==> src/rtl/io_pkg.sv <==
// rtl/io_pkg.sv - shared types and line-rate defaults for the UART FIFO I/O path
package io_pkg;

  typedef enum logic [1:0] {TX_IDLE, TX_START, TX_DATA, TX_STOP} tx_state_t;

  localparam int DEFAULT_CLK_FREQ = 12_000_000;
  localparam int DEFAULT_BAUD     = 9600;

  // Rounded clock cycles per bit period; the tx and rx sides must agree on it.
  function automatic int clks_per_bit(input int clk_freq, input int baud);
    return (clk_freq + baud / 2) / baud;
  endfunction

endpackage

==> src/rtl/uart_baud_cnt.sv <==
// rtl/uart_baud_cnt.sv - bit-period counter; bit_end_o marks the last cycle of a bit
module uart_baud_cnt #(
  parameter int CLKS_PER_BIT = 4,
  parameter int CNTW         = $clog2(CLKS_PER_BIT)
) (
  input  logic clk,
  input  logic rst,
  input  logic clr_i,
  input  logic en_i,
  output logic bit_end_o
);

  logic [CNTW-1:0] cnt_q;

  assign bit_end_o = en_i && (cnt_q == CNTW'(CLKS_PER_BIT - 1));

  always_ff @(posedge clk) begin
    if (rst || clr_i) begin
      cnt_q <= '0;
    end else if (bit_end_o) begin
      cnt_q <= '0;
    end else if (en_i) begin
      cnt_q <= cnt_q + CNTW'(1);
    end
  end

endmodule

==> src/rtl/uart_fifo_tx.sv <==
// rtl/uart_fifo_tx.sv - drains an output FIFO onto a UART tx line as 8N1, LSB first
module uart_fifo_tx
  import io_pkg::*;
#(
  parameter int CLK_FREQ = DEFAULT_CLK_FREQ,
  parameter int BAUD     = DEFAULT_BAUD
) (
  input  logic       clk,
  input  logic       rst,
  input  logic       fifo_empty,
  input  logic [7:0] fifo_data,
  output logic       fifo_pop,
  output logic       tx,
  output logic       busy
);

  localparam int CLKS_PER_BIT = clks_per_bit(CLK_FREQ, BAUD);
  localparam int CNTW         = $clog2(CLKS_PER_BIT);

  tx_state_t  state_q;
  logic [2:0] bit_q;
  logic [2:0] bit_d;
  logic [7:0] shift_q;
  logic       tx_q;
  logic       bit_end;
  logic       load;

  // A new byte is taken only when idle or in the very last stop cycle, so frames
  // are never cut short and pops are always a full frame apart.
  assign load     = !rst && !fifo_empty &&
                    (state_q == TX_IDLE || (state_q == TX_STOP && bit_end));
  assign fifo_pop = load;
  assign tx       = tx_q;
  assign busy     = (state_q != TX_IDLE);
  assign bit_d    = bit_q + 3'd1;

  uart_baud_cnt #(
    .CLKS_PER_BIT(CLKS_PER_BIT),
    .CNTW        (CNTW)
  ) u_baud_cnt (
    .clk      (clk),
    .rst      (rst),
    .clr_i    (load),
    .en_i     (state_q != TX_IDLE),
    .bit_end_o(bit_end)
  );

  always_ff @(posedge clk) begin
    if (rst) begin
      state_q <= TX_IDLE;
      tx_q    <= 1'b1;
      bit_q   <= '0;
      shift_q <= '0;
    end else begin
      case (state_q)
        TX_IDLE: begin
          if (load) begin
            shift_q <= fifo_data;
            state_q <= TX_START;
            tx_q    <= 1'b0;
          end
        end
        TX_START: begin
          if (bit_end) begin
            state_q <= TX_DATA;
            bit_q   <= '0;
            tx_q    <= shift_q[0];
          end
        end
        TX_DATA: begin
          if (bit_end) begin
            if (bit_q == 3'd7) begin
              state_q <= TX_STOP;
              tx_q    <= 1'b1;
            end else begin
              bit_q <= bit_d;
              tx_q  <= shift_q[bit_d];
            end
          end
        end
        TX_STOP: begin
          if (bit_end) begin
            if (load) begin
              shift_q <= fifo_data;
              state_q <= TX_START;
              tx_q    <= 1'b0;
            end else begin
              state_q <= TX_IDLE;
              tx_q    <= 1'b1;
            end
          end
        end
        default: begin
          state_q <= TX_IDLE;
          tx_q    <= 1'b1;
        end
      endcase
    end
  end

endmodule
==> config.mk <==
export PLATFORM = sky130hd
export DESIGN_NAME = uart_fifo_tx
export DESIGN_NICKNAME = d
export VERILOG_FILES = /design/src/rtl/io_pkg.sv /design/src/rtl/uart_baud_cnt.sv /design/src/rtl/uart_fifo_tx.sv
export SDC_FILE = /design/constraint.sdc
export NUM_CORES = 1
export LEC_CHECK = 0
export ABC_AREA = 1
export CORE_AREA = 2 2 54 68
export DETAILED_ROUTE_END_ITERATION = 10
export DIE_AREA = 0 0 56 70
export PLACE_DENSITY = 0.7
export SYNTH_ARGS = -nofsm -noshare
export SYNTH_HDL_FRONTEND = slang
export SYNTH_SLANG_ARGS = --single-unit
==> constraint.sdc <==
create_clock -name clk -period 3.8 [get_ports clk]
set_input_delay 1.14 -clock clk [delete_from_list [all_inputs] [get_ports clk]]
set_output_delay 1.14 -clock clk [all_outputs]
set_load 0.03 [all_outputs]
; After elaboration in Yosys (flattened, before gate mapping)
; Index checks and enable logic that the tools add are counted.
[totals]
regBits = 25
inputBits = 11
output_inout_bits = 3
[classes]
addsub = 2
magnitude_cmp = 1
eq_ne = 11
muxes = 23
n_reduce_logical = 17
[ops]
columns = cell, count
row1 = $mux 8, 2
row2 = $pmux 8 s2, 1
row3 = $add 11x1->11 const B, 1
row4 = $eq 11x11->1 const B, 1
row5 = $mux 2, 5
row6 = $ne 2x2->1 const B, 5
row7 = $mux 3, 3
row8 = $mux 1, 8
row9 = $pmux 2 s4, 1
row10 = $reduce_and 4->1, 2
row11 = $pmux 3 s2, 1
row12 = $reduce_bool 2->1, 3
row13 = $reduce_and 5->1, 1
row14 = $eq 2x2->1 const B, 2
row15 = $logic_and 1x1->1, 4
row16 = $lt 3x4->1 const B, 1
row17 = $pmux 1 s4, 1
row18 = $add 3x1->3 const B, 1
row19 = $bmux 1 s3, 1
row20 = $eq 3x3->1 const B, 1
row21 = $eq 2x1->1 const B, 1
row22 = $logic_not 1->1, 2
row23 = $logic_not 2->1, 1
row24 = $logic_or 1x1->1, 2
row25 = 3 further kinds, 3

; Depth between registers and ports, before layout
; Gate-level depths: netlist (run 1).
[depth]
depth_word = 8
depth_mapped = 12
mapped_depth_nobuf = 12

; By module
; Synthesis (run 1) repeated with hierarchy kept, for this count alone.
[unflattened]
cells_unflattened = 212
hier_area_um2 = 1451.4
[modules_own_cells]
columns = mod, instances, cells_per_inst, area_each_um2, seq_area_each_um2
row1 = uart_fifo_tx, 1, 122, 814.5, 280.3
row2 = uart_baud_cnt, 1, 90, 636.9, 220.2

; Worst setup path after synthesis (run 1)
; No wires, ideal clock.
[synth_timing]
kind = input -> output
from = input port fifo_empty
to = output port fifo_pop
arrival_time_ns = 1.732
path_slack_ns = 0.928
stages = 5
path_buffers = 0
path_cell_list = nor2_1 o21ai_1 inv_1 nand2_2 inv_1
[synth_via]
elab_chain_len = 3
[synth_rtl]
columns = item, line
row1 = "start, declared", uart_fifo_tx.sv:10  ; input logic fifo_empty,
row2 = $logic_not 1->1, uart_fifo_tx.sv:30  ; assign load = !rst && !fifo_empty &&
row3 = $logic_and 1x1->1 (2 in a row), uart_fifo_tx.sv:30
row4 = "end, declared", uart_fifo_tx.sv:12  ; output logic fifo_pop,
; Every way passes these cells.

; Worst setup path after layout (run 1)
[layout_timing]
from = input port rst
to = output port fifo_pop
[layout_via]
elab_chain_len = 3
[layout_rtl]
columns = item, line
row1 = "start, declared", uart_fifo_tx.sv:9  ; input logic rst,
row2 = $logic_not 1->1, uart_fifo_tx.sv:30
row3 = $logic_and 1x1->1 (2 in a row), uart_fifo_tx.sv:30
; Every way passes these cells.

==> reports/qor.txt, run 1 <==
Status - finished clean
Layout cells sized above 1 - 13.7%
Worst Skew - 0.00509 ns
Pwr/cell area - 527 mW/mm2
Wire per inst - 10.4 um
Final setup fails - 0
Max cap viols - 0
Sequential-to-total area share from yosys stat - 35.4%
Die width - 56 um
Max VDD drop - 0.000356 V
Worst hold path class - reg -> reg
H-Tree Depth - 1
Dpl ws - 0.356 ns
CTS resizes - 0
Crit-path slowest cell - clkdlybuf4s50_1
Most used cell, CP - inv_1
Reg2Reg Depth - 10
Endpoint, Worst Hold - bit_q[1]$_SDFFE_PP0P_
Global route overflow - 0
Crit-path cells - clkdlybuf4s50_1 -> nor2_1 -> o21ai_1 -> inv_1 -> nand2_2 -> inv_1 -> buf_4
Crit start category - input pin
HP Start - bit_q[1]$_SDFFE_PP0P_
IO buf count - 13
CTS buffer count - 3
Die H - 70 um
Fin nets - 225
WL final - 2.53 mm
Cells after synthesis - 189
Post-Syn Area per Cell - 7.49 um2
TritonRoute pass-1 iters - 4
Fin crit period - 3.44 ns
Initial antenna violation count - 0
Final Cycle Share - 90.6%
Clock tree buffer depth - 2
Vias/cell - 4.91
CP max stage delay - 0.52 ns
Largest fanout on the critical path - 4
Setup bufs post-CTS - 0
CP endpoint kind - output port
Final WS setup - 0.357 ns
Initial core utilization - 42.1%
Crit path DAT - 2.30 ns
Global-route wire length before repair - 4.48 mm
Hold depth - 2
Antenna Nets Post-Route - 0
Synth unique cells - 29
Crit Path Category - in -> out
CTS tree - built
Finished Core Util - 48.3%
GRT Resource Usage Total - 13.9%
Post-synthesis cell area - 0.00142 mm2
Detail Placement HPWL - 1.98 mm
Clock Pin Slew Worst Setup and Hold Paths - 0.09 ns
Ant diodes - 0
Number of synthesis warnings - 0
Worst skew pair latency - 0.27 ns
FP Rows - 24
Clk root buf - clkbuf_8
Post-CTS Hold Buffers - 0
Max-slew violation count - 0
Leak - 0.645 nW
CP Data Required Time - 2.66 ns
Core area - 0.00336 mm2
Clk sinks - 25
Least-Margin Pin Slew - 0.359 ns
Final Hold Viols - 0
Setup TNS - 0 ns
Placer Congestion - 0.820
FF-to-FF setup slack - 1.88 ns
Worst slew margin - 75.9%
Post-synth top area share - 35.4%
DRT iter0 DRCs - 27
Largest area contributor in the netlist - dfxtp_1
Via Count - 1193
Worst r2r dst - shift_q[0]$_SDFFE_PP0P_
P&R area growth vs syn - 14.9%
Drt drc - 0
RSZ-0062 raised after global routing - no
Worst reg2reg path startpoint - state_q[0]$_SDFFE_PP0P_
Vias in the first global route - 1120
Largest net degree at the start of global routing - 16
Area contributors post-synth - dfxtp_1 (35%), ha_1 (8.0%), nor2_1 (7.4%)
Max Clk Rate - 290 MHz
Die footprint - 0.00392 mm2
FF+latch count, synth - 25
Post-Syn Nets - 209
Top Ports - 14
-- layout make-up --
class	instances	area (um2)
Clock buffer	3	41.3
Clock inverter	1	7.51
Fill cell	345	1740
Inverter	26	103
Multi-Input combinational cell	136	797
Sequential cell	25	500
Tap cell	39	48.8
Timing Repair Buffer	13	128
-- metrics by stage --
stage          total power [mW]  area [um2]  std cells  hold slack [ns]
4_1_cts                   0.867        1630        243            0.467
6_report                  0.857        1630        243            0.462
3_3_place_gp              0.696        1580        239            0.441
2_1_floorplan             0.612        1420        189            0.428
5_1_grt                   0.921        1630        243            0.484
3_5_place_dp              0.701        1580        239            0.452
-- worst max path at each step --
stage,from,endpoint,cells past startpoint,slack (ns)
6_report,rst,fifo_pop,7,0.36
5_1_grt,rst,fifo_pop,7,0.24
2_1_floorplan,fifo_empty,fifo_pop,5,0.93
4_1_cts,rst,fifo_pop,7,0.35
3_3_place_gp,rst,fifo_pop,7,0.38
3_5_place_dp,rst,fifo_pop,7,0.36
-- Yosys cell counts, drive strengths merged --
cell    instances
nor2           34
nand2          32
inv            26
dfxtp          25
o21ai          16
nand3          15
a21oi          13
ha              9
nand4           4
xor2            3
nand3b          2
nor3            2
nor3b           2
xnor2           2
buf             1
clkbuf          1
nor4            1
or2             1
-- power by group --
part	leakage, nW	switching (mW)	internal [mW]
clock	0.0217	0.0866	0.0743
combinational	0.420	0.232	0.135
sequential	0.204	0.0290	0.300
-- kinds of logic (layout without fill, tap and decap cells) --
kind of cell    Yosys count  in the layout  synth area share [%]
simple gates             93             93                  33.7
fa+ha+maj                 9              9                  7.96
xor+xnor                  5              5                  3.10
flops                    25             25                  35.4
buf+inv                  28             43                  8.31
compound gates           29             29                  11.6
-- state kept, by name (all words and copies together), names as in the netlist --
register          count
bit_q                 3
tx                    1
state_q               2
u_baud_cnt.cnt_q     11
shift_q               8
-- metal layers --
layer / GRT usage (%) / routed length [um] / vias up
met1: 16.2 / 1100 / 542
met5: 0 / 0 / -
met3: 2.96 / 59 / 4
met2: 25.0 / 1350 / 13
li1: - / - / 634
met4: 4.23 / 23 / 0
-- critical path: cells and delay by family --
kind | cells | cell delay (ns)
buf+inv | 4 | 0.83
compound gates | 1 | 0.16
simple gates | 2 | 0.17
-- cells in the final DEF (no fill, tap or decap), types with 5 or more instances in the layout --
cell type | Yosys | routed
nand2_1 | 27 | 27
dfxtp_1 | 25 | 25
o21ai_0 | 13 | 13
nand3_1 | 12 | 12
clkdlybuf4s50_1 | 0 | 12
nor2_1 | 28 | 28
a21oi_1 | 11 | 11
inv_1 | 24 | 24
ha_1 | 9 | 9
nor2_2 | 5 | 5
Power figures use the tool's default switching activity.
==> run 2: changes to the inputs <==
--- a/config.mk
+++ b/config.mk
@@ -7,9 +7,11 @@
 export LEC_CHECK = 0
 export ABC_AREA = 1
 export CORE_AREA = 2 2 54 68
+export CTS_BUF_LIST = sky130_fd_sc_hd__clkbuf_4 sky130_fd_sc_hd__clkbuf_8
 export DETAILED_ROUTE_END_ITERATION = 10
 export DIE_AREA = 0 0 56 70
 export PLACE_DENSITY = 0.7
+export SLEW_MARGIN = 0
 export SYNTH_ARGS = -nofsm -noshare
 export SYNTH_HDL_FRONTEND = slang
 export SYNTH_SLANG_ARGS = --single-unit
==> results of run 2 <==
No change in the layout: final DEF, timing and power equal those of run 1.
